===== src/rtl/float_compare_vec_pkg.sv =====
// Shared types and helpers for the vector FP32 comparator.
package float_compare_vec_pkg;

  typedef enum logic [2:0] {
    CMP_LT   = 3'd0,
    CMP_LE   = 3'd1,
    CMP_EQ   = 3'd2,
    CMP_GT   = 3'd3,
    CMP_GE   = 3'd4,
    CMP_MIN  = 3'd5,
    CMP_MAX  = 3'd6,
    CMP_RSVD = 3'd7
  } cmp_mode_t;

  localparam logic [7:0] FP32_EXP_ALL_ONES = 8'hFF;
  localparam int         FP32_QNAN_BIT     = 22;

  // Maps an FP32 pattern onto an unsigned key whose integer order matches
  // the numeric order (negatives inverted, positives lifted above them).
  function automatic logic [31:0] fp32_order_key(input logic [31:0] x);
    return x[31] ? ~x : (x | 32'h8000_0000);
  endfunction

endpackage


===== src/rtl/float_compare_vec_if.sv =====
// Operand/result stream bundle for float_compare_vec.
// Carries q_unord only when FLOAT_CMP_UNORDERED_FLAG_EN is defined.
interface float_compare_vec_if #(
  parameter int NUM_LANES = 8
);

  logic [32*NUM_LANES-1:0] in1;
  logic [32*NUM_LANES-1:0] in2;
  logic [2:0]              mode;
  logic                    in_valid;
  logic                    in_ready;
  logic [NUM_LANES-1:0]    q;
  logic [32*NUM_LANES-1:0] q_data;
  logic                    q_valid;
  logic                    q_ready;
`ifdef FLOAT_CMP_UNORDERED_FLAG_EN
  logic [NUM_LANES-1:0]    q_unord;
`endif

  modport master (
`ifdef FLOAT_CMP_UNORDERED_FLAG_EN
    input  q_unord,
`endif
    output in1, in2, mode, in_valid, q_ready,
    input  in_ready, q, q_data, q_valid
  );

  modport slave (
`ifdef FLOAT_CMP_UNORDERED_FLAG_EN
    output q_unord,
`endif
    input  in1, in2, mode, in_valid, q_ready,
    output in_ready, q, q_data, q_valid
  );

endinterface


===== src/rtl/float_compare_lane.sv =====
// Combinational single-lane FP32 compare/select (predicates, MIN, MAX).
// The unord port exists only when FLOAT_CMP_UNORDERED_FLAG_EN is defined.
module float_compare_lane
  import float_compare_vec_pkg::*;
(
  input  logic [31:0] a,
  input  logic [31:0] b,
  input  cmp_mode_t   mode,
  output logic        q,
  output logic [31:0] data
`ifdef FLOAT_CMP_UNORDERED_FLAG_EN
  ,
  output logic        unord
`endif
);

  logic        nan_a, nan_b, unord_w, both_zero, eq, lt, sel_a;
  logic [31:0] key_a, key_b;

  assign nan_a     = (a[30:23] == FP32_EXP_ALL_ONES) && (a[22:0] != 23'd0);
  assign nan_b     = (b[30:23] == FP32_EXP_ALL_ONES) && (b[22:0] != 23'd0);
  assign unord_w   = nan_a || nan_b;
  assign key_a     = fp32_order_key(a);
  assign key_b     = fp32_order_key(b);
  // +0 and -0 map to different keys, so they are equalised explicitly.
  assign both_zero = (a[30:0] == 31'd0) && (b[30:0] == 31'd0);
  assign eq        = both_zero || (key_a == key_b);
  assign lt        = !both_zero && (key_a < key_b);

`ifdef FLOAT_CMP_UNORDERED_FLAG_EN
  assign unord = unord_w;
`endif

  always_comb begin
    q     = 1'b0;
    data  = a;
    sel_a = 1'b1;
    case (mode)
      CMP_LE: q = !unord_w && (lt || eq);
      CMP_EQ: q = !unord_w && eq;
      CMP_GT: q = !unord_w && !lt && !eq;
      CMP_GE: q = !unord_w && !lt;
      CMP_MIN, CMP_MAX: begin
        if (nan_a && nan_b)      sel_a = 1'b1;
        else if (nan_a)          sel_a = 1'b0;
        else if (nan_b)          sel_a = 1'b1;
        else if (mode == CMP_MIN) sel_a = lt || eq;
        else                     sel_a = !lt;
        q    = sel_a;
        data = sel_a ? a : b;
        if (nan_a && nan_b) data[FP32_QNAN_BIT] = 1'b1;
      end
      default: q = !unord_w && lt;
    endcase
  end

endmodule


===== src/rtl/float_compare_vec.sv =====
// Pipelined NUM_LANES-wide FP32 comparator with AXI-style backpressure.
// Optional unordered flag output: define FLOAT_CMP_UNORDERED_FLAG_EN.
module float_compare_vec
  import float_compare_vec_pkg::*;
#(
  parameter int NUM_LANES = 8,
  parameter int LATENCY   = 2
) (
  input logic              clk,
  input logic              reset,
  float_compare_vec_if.slave bus
);

  logic                    advance;
  logic [NUM_LANES-1:0]    lane_q;
  logic [32*NUM_LANES-1:0] lane_data;

  logic [LATENCY-1:0]      vld_q, vld_d;
  logic [NUM_LANES-1:0]    q_q    [LATENCY];
  logic [NUM_LANES-1:0]    q_d    [LATENCY];
  logic [32*NUM_LANES-1:0] data_q [LATENCY];
  logic [32*NUM_LANES-1:0] data_d [LATENCY];
`ifdef FLOAT_CMP_UNORDERED_FLAG_EN
  logic [NUM_LANES-1:0]    lane_unord;
  logic [NUM_LANES-1:0]    unord_q [LATENCY];
  logic [NUM_LANES-1:0]    unord_d [LATENCY];
`endif

  // The whole pipe moves or holds as one; a full output stage only moves
  // when downstream accepts.
  assign advance      = bus.q_ready || !vld_q[LATENCY-1];
  assign bus.in_ready = advance;
  assign bus.q_valid  = vld_q[LATENCY-1];
  assign bus.q        = q_q[LATENCY-1];
  assign bus.q_data   = data_q[LATENCY-1];
`ifdef FLOAT_CMP_UNORDERED_FLAG_EN
  assign bus.q_unord  = unord_q[LATENCY-1];
`endif

  for (genvar i = 0; i < NUM_LANES; i++) begin : g_lane
    float_compare_lane u_lane (
      .a    (bus.in1[32*i +: 32]),
      .b    (bus.in2[32*i +: 32]),
      .mode (cmp_mode_t'(bus.mode)),
      .q    (lane_q[i]),
      .data (lane_data[32*i +: 32])
`ifdef FLOAT_CMP_UNORDERED_FLAG_EN
      ,
      .unord(lane_unord[i])
`endif
    );
  end

  always_comb begin
    vld_d  = vld_q;
    q_d    = q_q;
    data_d = data_q;
`ifdef FLOAT_CMP_UNORDERED_FLAG_EN
    unord_d = unord_q;
`endif
    if (advance) begin
      // Stage 0: capture compare results
      vld_d[0]  = bus.in_valid;
      q_d[0]    = lane_q;
      data_d[0] = lane_data;
`ifdef FLOAT_CMP_UNORDERED_FLAG_EN
      unord_d[0] = lane_unord;
`endif
      // Stages 1..LATENCY-1: pure delay
      for (int i = 1; i < LATENCY; i++) begin
        vld_d[i]  = vld_q[i-1];
        q_d[i]    = q_q[i-1];
        data_d[i] = data_q[i-1];
`ifdef FLOAT_CMP_UNORDERED_FLAG_EN
        unord_d[i] = unord_q[i-1];
`endif
      end
    end
  end

  always_ff @(posedge clk or negedge reset) begin
    if (!reset) begin
      vld_q <= '0;
      for (int i = 0; i < LATENCY; i++) begin
        q_q[i]    <= '0;
        data_q[i] <= '0;
`ifdef FLOAT_CMP_UNORDERED_FLAG_EN
        unord_q[i] <= '0;
`endif
      end
    end else begin
      vld_q  <= vld_d;
      q_q    <= q_d;
      data_q <= data_d;
`ifdef FLOAT_CMP_UNORDERED_FLAG_EN
      unord_q <= unord_d;
`endif
    end
  end

endmodule


===== src/flat_wrapper.sv =====
// flat-port wrapper written by rule: the top's interface ports become plain ports
module float_compare_vec_flat import float_compare_vec_pkg::*;
#(
  parameter int NUM_LANES = 8,
  parameter int LATENCY   = 2
)
  (clk, reset, bus_in1, bus_in2, bus_mode, bus_in_valid, bus_q_ready, bus_in_ready, bus_q, bus_q_data, bus_q_valid);
  float_compare_vec_if #(.NUM_LANES(NUM_LANES)) bus_i ();
  input logic clk;
  input logic reset;
  input wire logic [$bits(bus_i.in1)-1:0] bus_in1;
  input wire logic [$bits(bus_i.in2)-1:0] bus_in2;
  input wire logic [$bits(bus_i.mode)-1:0] bus_mode;
  input wire logic [$bits(bus_i.in_valid)-1:0] bus_in_valid;
  input wire logic [$bits(bus_i.q_ready)-1:0] bus_q_ready;
  output wire logic [$bits(bus_i.in_ready)-1:0] bus_in_ready;
  output wire logic [$bits(bus_i.q)-1:0] bus_q;
  output wire logic [$bits(bus_i.q_data)-1:0] bus_q_data;
  output wire logic [$bits(bus_i.q_valid)-1:0] bus_q_valid;
  assign bus_i.in1 = bus_in1;
  assign bus_i.in2 = bus_in2;
  assign bus_i.mode = bus_mode;
  assign bus_i.in_valid = bus_in_valid;
  assign bus_i.q_ready = bus_q_ready;
  assign bus_in_ready = bus_i.in_ready;
  assign bus_q = bus_i.q;
  assign bus_q_data = bus_i.q_data;
  assign bus_q_valid = bus_i.q_valid;
  float_compare_vec #(.NUM_LANES(NUM_LANES), .LATENCY(LATENCY)) u_core (.clk(clk), .reset(reset), .bus(bus_i));
endmodule

===== config.mk =====
export PLATFORM = sky130hd
export DESIGN_NAME = float_compare_vec_flat
export DESIGN_NICKNAME = d
export VERILOG_FILES = /design/src/rtl/float_compare_vec_pkg.sv /design/src/rtl/float_compare_vec_if.sv /design/src/rtl/float_compare_lane.sv /design/src/rtl/float_compare_vec.sv /design/src/flat_wrapper.sv
export SDC_FILE = /design/constraint.sdc
export NUM_CORES = 2
export LEC_CHECK = 0
export BUFFER_PORTS_ARGS = -buffer_cell sky130_fd_sc_hd__buf_2
export CAP_MARGIN = 10
export CORE_AREA = 2 2 305 307
export CTS_CLUSTER_SIZE = 10
export DETAILED_ROUTE_END_ITERATION = 7
export DIE_AREA = 0 0 307 309
export PLACE_DENSITY = 0.61
export SLEW_MARGIN = 20
export SYNTH_ARGS = -nofsm -noshare
export SYNTH_HDL_FRONTEND = slang
export SYNTH_HIERARCHICAL = 1
export SYNTH_SLANG_ARGS = --single-unit
export TNS_END_PERCENT = 50

===== constraint.sdc =====
create_clock -name clk -period 3.1 [get_ports clk]
set_input_delay 0.155 -clock clk [delete_from_list [all_inputs] [get_ports clk]]
set_output_delay 0.155 -clock clk [all_outputs]
set_load 0.005 [all_outputs]

### Word level (Yosys, flattened, before mapping)

Cells that the tools add are included.

| word-level totals | value |
|---|---|
| bits in registers | 530 |
| input bits | 519 |
| output and inout bits | 266 |
| logic and storage cells | 318 |

| operators by class | value |
|---|---|
| order comparisons | 8 |
| equality and inequality tests | 30 |
| multiplexer cells | 88 |
| bitwise operators | 16 |
| reduce and logical (&&, ||, !) cells | 171 |

Operators with widths:

| operator | count |
|---|---|
| 32-bit two-way mux | 32 |
| 32-bit inverter | 16 |
| 31-bit zero test | 16 |
| 23-bit nonzero test | 16 |
| 32-bit equality test | 8 |
| 32-bit < comparator | 8 |
| 8-bit equality test (second input constant) | 16 |
| 1-bit logical AND | 80 |
| 1-bit two-way mux | 48 |
| 1-bit one-hot mux with 5 select lines | 8 |
| 1-bit zero test | 33 |
| 1-bit logical OR | 25 |
| 3-bit equality test (second input constant) | 3 |
| 3-bit by 2-bit equality test with 1-bit output (second input constant) | 2 |
| 3-bit by 1-bit equality test with 1-bit output (second input constant) | 1 |
| 2-bit OR reduction | 1 |

### Depth between registers and ports, before layout

| depth | value |
|---|---|
| word-level depth | 13 |
| gate-level depth with buffers | 14 |
| depth with buffers taken out | 11 |

### By module

Netlist, hierarchy kept.

Modules (own cells, without submodules):

| module | instances | cells each | area an instance (um^2) |
|---|---|---|---|
| float_compare_vec | 1 | 1384 | 21682.0 |
| float_compare_lane at u_core.g_lane[1].u_lane ... | 6 | 249 | 2067.0 |
| float_compare_lane at u_core.g_lane[7].u_lane | 1 | 243 | 2148.3 |
| float_compare_lane at u_core.g_lane[0].u_lane | 1 | 243 | 2058.2 |

### Least setup slack after synthesis

No wires, ideal clock.

| timing | value |
|---|---|
| path type | input-to-reg |
| start | input bus_in1[95] |
| end | register u_core/data_q[322] in the netlist's numbering |
| setup time | 0.128 ns |
| data arrival time | 3.546 ns |
| setup slack | -0.574 ns |
| cell stages on the path | 13 |
| path buffers | 3 |
| path through | clkbuf_1 > buf_1 > xor2_1 > ha_1 > nand4_1 > or3_1 > a211oi_1 > o41a_1 > or3_4 > a311oi_4 > buf_6 > mux2_2 > mux2_1 |

| on the way | value |
|---|---|
| word-level cells in the longest chain between the ends | 12 |
| elaborated cells on any way between the ends | 15 |
| those cells by class | order compare (1); eq/ne (1); mux (8); bitwise (1); reduce/logical (4) |

Ends and longest elaborated chain:

| what | RTL line | source |
|---|---|---|
| start, declared | flat_wrapper.sv:11 | `input wire logic [$bits(bus_i.in1)-1:0] bus_in1;` |
| 32-bit inverter | float_compare_vec_pkg.sv:21 | `return x[31] ? ~x : (x \| 32'h8000_0000);` |
| 32-bit two-way mux * | float_compare_vec_pkg.sv:21 |  |
| 32-bit < comparator / 32-bit equality test (equally long branches) | float_compare_lane.sv:28, float_compare_lane.sv:27 |  |
| 1-bit logical AND / 1-bit logical OR (equally long branches) | float_compare_lane.sv:28, float_compare_lane.sv:27 |  |
| 1-bit zero test / 1-bit logical OR (equally long branches) | float_compare_lane.sv:48, float_compare_lane.sv:47 |  |
| 1-bit two-way mux * | float_compare_lane.sv:47 | `else if (mode == CMP_MIN) sel_a = lt \|\| eq;` |
| 1-bit two-way mux * | float_compare_lane.sv:46 | `else if (nan_b) sel_a = 1'b1;` |
| 1-bit two-way mux * | float_compare_lane.sv:45 | `else if (nan_a) sel_a = 1'b0;` |
| 1-bit two-way mux * | float_compare_lane.sv:44 | `if (nan_a && nan_b) sel_a = 1'b1;` |
| 1-bit two-way mux * | float_compare_lane.sv:38 | `case (mode)` |
| 32-bit two-way mux * | float_compare_lane.sv:50 | `data = sel_a ? a : b;` |
| 32-bit two-way mux * | float_compare_lane.sv:38 |  |
| via u_core.lane_data[66] | float_compare_vec.sv:16 | `logic [32*NUM_LANES-1:0] lane_data;` |
| end signal, assigned | float_compare_vec.sv:94 | `data_q <= data_d;` |
| end, declared | float_compare_vec.sv:21 | `logic [32*NUM_LANES-1:0] data_q [LATENCY];` |

Mark *: on every way through the listed nets, which the timed path passes. The rest lies on a longest branch. The select of a mux whose other input is x is not followed.
A chain may end at the register's enable or synchronous reset.

### Worst setup path after layout

| timing | value |
|---|---|
| start | input bus_in2[231] |
| end | register u_core/data_q[485] in the netlist's numbering |

| on the way | value |
|---|---|
| word-level cells in the longest chain between the ends | 12 |
| elaborated cells on any way between the ends | 21 |
| those cells by class | order compare (1); eq/ne (1); mux (8); bitwise (1); reduce/logical (10) |

Ends and longest elaborated chain:

| what | RTL line | source |
|---|---|---|
| start, declared | flat_wrapper.sv:12 | `input wire logic [$bits(bus_i.in2)-1:0] bus_in2;` |
| 32-bit inverter / 31-bit zero test (equally long branches) | float_compare_vec_pkg.sv:21, float_compare_lane.sv:26 |  |
| 32-bit two-way mux / 1-bit logical AND (equally long branches) | float_compare_vec_pkg.sv:21, float_compare_lane.sv:26 |  |
| 32-bit < comparator (tied with other cells) | float_compare_lane.sv:28 | `assign lt = !both_zero && (key_a < key_b);` |
| 1-bit logical AND / 1-bit logical OR (equally long branches) | float_compare_lane.sv:28, float_compare_lane.sv:27 |  |
| 1-bit zero test / 1-bit logical OR (equally long branches) | float_compare_lane.sv:48, float_compare_lane.sv:47 |  |
| 1-bit two-way mux | float_compare_lane.sv:47 |  |
| 1-bit two-way mux | float_compare_lane.sv:46 |  |
| 1-bit two-way mux | float_compare_lane.sv:45 |  |
| 1-bit two-way mux * | float_compare_lane.sv:44 |  |
| 1-bit two-way mux * | float_compare_lane.sv:38 |  |
| 32-bit two-way mux * | float_compare_lane.sv:50 |  |
| 32-bit two-way mux * | float_compare_lane.sv:38 |  |
| via u_core.lane_data[229] | float_compare_vec.sv:16 |  |

Marks and branches as above.

==> impl_metrics.csv <==
group,metric,value,unit
global_route,grt_pass1_vias,31900,
yosys,synth_flop_cell,"dfrtp_1",
sta,rsz0062_at_grt,"yes",
detailed_routing,num_vias,30900,
global_route,grt_overflow_total,0,
clocking,clock_latency,620,ps
detailed_routing,first_iter_violations,1833,
yosys,yosys.cell_types.count,78,
yosys,syn_inst,3364,
clocking,clkSinkCount,530,
flow_run,timing.max_cap.violations,0,
clocking,root_buffer,"clkbuf_16",
critical_path,crit_chain,"dlygate4sd3_1 -> buf_2 -> xnor2_1 -> ha_2 -> nor2_1 -> a211o_1 -> a21oi_2 -> o41a_4 -> o211a_1 -> o211ai_4 -> buf_12 -> clkbuf_16 -> mux2_4 -> mux2_2",
detailed_routing,viasPerCell,5.38,
layout,layout_common_cells,"666 x buf_2, 639 x mux2_2, 530 x dfrtp_1, 374 x buf_4, 272 x dlygate4sd3_1",
critical_path,critPathRequiredTime,3600,ps
critical_path,max_stage_delay,540,ps
placement,portBuffers,784,
placement,gp_congestion,0.935,
outcome,status,"finished with violations",
critical_path,critPathSlowestCell,"dlygate4sd3_1",
layout,mostFrequentLayoutCell,"buf_2",
global_route,grt_pass1_wl,186000,um
clocking,numCtsBuffers,69,
global_route,grt_antenna_before_repair,44,
detailed_routing,postRouteAntennaNets,0,
detailed_routing,wl,126000,um
sta,period_needed,3170,ps
yosys,syn-num-nets,4139,
global_route,grt_max_degree,108,
placement,hpwl,92800,um
sta,fmax,315,MHz
placement,pre_cts_slack,-560,ps
die,core_area,91400,um2
die,io_pins,785,
yosys,yosysSeqAreaShare,34.6,%
die,die_x,307,um
detailed_routing,dr.pass1.iters,7,
min_path,hold_path_class,"input port to flip-flop",
sta,worst_pin_slew,784,ps
yosys,netlist_area,38300,um2
layout,fillers,7724,
layout,area_growth,34.9,%
sta,clock_skew,22.2,ps
global_route,grt_usage,25.0,%
yosys,avgSynthCellArea,11.4,um2
yosys,synth-edff-count,0,
power_and_ir_drop,peakVddDrop,0.453,mV
yosys,ys_async_sr_fraction,100,%
die,rows,111,
sta,finalHoldViolations,0,
clocking,cts_tree,"yes",
power_and_ir_drop,power_density,487,nW/um2
yosys,yosysWarningCount,6,
critical_path,end_kind,"flip-flop",
clocking,cts_buffer_depth,3,
layout,final-seq-area,13300,um2
critical_path,worstSetupStartpointType,"input port",
sta,slew_headroom,47.7,%
sta,finalSetupViolations,56,
die,die_area,94900,um2
detailed_routing,drc,0,
layout,multiInputGateArea,23100,um2
layout,final_nets,5284,
critical_path,cp.arrival,3670,ps
sta,final.setup.tns,-1710,ps
power_and_ir_drop,leakage,0.0236,uW
power_and_ir_drop,power,25200,uW
critical_path,cp_max_fo,9,
die,die_y,309,um
detailed_routing,wl_per_cell,21.9,um
outcome,violations,"setup timing",
sta,post-route-period-util,102,%
sta,fin_ws,-73.8,ps
clocking,cts.reportedPaths.clkPinSlew,50,ps
layout,drive_gt1_share,47.3,%
clocking,htreeDepth,3,
critical_path,path_class,"input port to flip-flop",
sta,slew_violations,0,
yosys,synth-seq-cells,530,
die,start_util,41.9,%
flip-flops by register name, indices dropped and copies added, names as in the netlist:
signal and flops:
u_core/bus.q_data 256, u_core/vld_q 2, u_core/data_q 256, u_core/bus.q 8, u_core/q_q 8
cell type report:
class | instances | area share, %
antenna | 19 | 0.0921
clock buffer | 87 | 3.73
clock inverter | 13 | 0.339
inverter | 18 | 0.145
multi-input combinational | 2404 | 44.7
sequential | 530 | 25.7
tap | 1186 | 2.87
timing repair buffer | 1486 | 22.5
report_power, final:
part / total (uW) / internal (uW) / leakage, uW / switching, uW
combinational: 8320 / 4470 / 0.0163 / 3850
sequential: 9110 / 8350 / 0.00618 / 765
clock: 7750 / 4650 / 0.00104 / 3090
metal layers:
layer  GRT usage [%]  vias up  part of all wire [%]
met5               0        -                  0.21
met3            5.67      314                   6.3
met1            31.2    15100                    42
li1                -    14400                     -
met2            42.1     1021                    48
met4            9.73       40                   3.8
cells in the mapped netlist (all sizes together), types with 9 or more instances:
| cell type | number | area share (%) |
|---|---|---|
| a211o | 9 | 0.21 |
| a211oi | 14 | 0.31 |
| a21boi | 9 | 0.18 |
| a21oi | 96 | 1.3 |
| a221oi | 10 | 0.23 |
| and4 | 9 | 0.21 |
| buf | 381 | 7.4 |
| clkbuf | 29 | 0.28 |
| dfrtp | 530 | 35 |
| ha | 256 | 8.4 |
| inv | 18 | 0.18 |
| mux2 | 778 | 23 |
| nand2 | 98 | 0.96 |
| nand3 | 35 | 0.46 |
| nand4 | 114 | 1.9 |
| nor2 | 41 | 0.40 |
| nor2b | 15 | 0.38 |
| nor3 | 37 | 0.48 |
| nor4 | 143 | 2.4 |
| o211ai | 23 | 0.61 |
| o21a | 20 | 0.39 |
| o21ai | 63 | 0.88 |
| or3 | 25 | 0.50 |
| xnor2 | 248 | 5.7 |
| xor2 | 255 | 5.8 |
critical path, delay by kind of cell:
kind / cells / cell delay [ps]
AOI/OAI and AO/OA: 5 / 1210
adders and majority gates: 1 / 340
muxes: 2 / 570
xor gates and xnor gates: 1 / 240
and+or+nand+nor: 1 / 130
buffers and inverters: 4 / 1020
stage by stage:
step / hold WS [ps] / instances / instance area, um2 / util [%]
final: 44.5 / 5743 / 51700 / 56.5
after global routing: 29.0 / 5739 / 51600 / 56.5
after CTS: 0.0213 / 5783 / 50300 / 55.0
after detailed placement: 238 / 5325 / 44600 / 48.8
after global placement: 227 / 5325 / 44600 / 48.8
after floorplan: -141 / 3364 / 39100 / -
worst paths after layout:
path | from | to | slack [ps] | depth (start not counted)
hold reg to reg | u_core/vld_q[0]$_DFFE_PN0P_ | u_core/vld_q[1]$_DFFE_PN0P_ | 480 | 1
max in group asynchronous | reset | u_core/data_q[452]$_DFFE_PN0P_ | 1960 | 3
min in group asynchronous | reset | u_core/bus.q_data[250]$_DFFE_PN0P_ | 180 | 2
setup reg to reg | u_core/vld_q[1]$_DFFE_PN0P_ | u_core/bus.q_data[141]$_DFFE_PN0P_ | 1220 | 3
hold / removal | bus_in1[175] | u_core/data_q[431]$_DFFE_PN0P_ | 40 | 4
setup / recovery | bus_in2[231] | u_core/data_q[485]$_DFFE_PN0P_ | -70 | 14
logic make-up after synthesis:
family / after synthesis / synth area share [%]
multiplexers: 780 / 23.2
AND/OR/NAND/NOR: 560 / 8.60
flip-flops: 530 / 34.6
XOR/XNOR: 503 / 11.5
buffers and inverters: 430 / 7.99
AO/OA/AOI/OAI: 305 / 5.73
adder cells (fa/ha/maj): 256 / 8.37
repair_timing:
action                     CTS  global route
setup endpoints to repair    0           251
resized for setup            0           293
hold buffers               358             0
setup buffers                0            31
hold endpoints to repair   265             0
No activity file was read; power rests on OpenSTA's default activity.
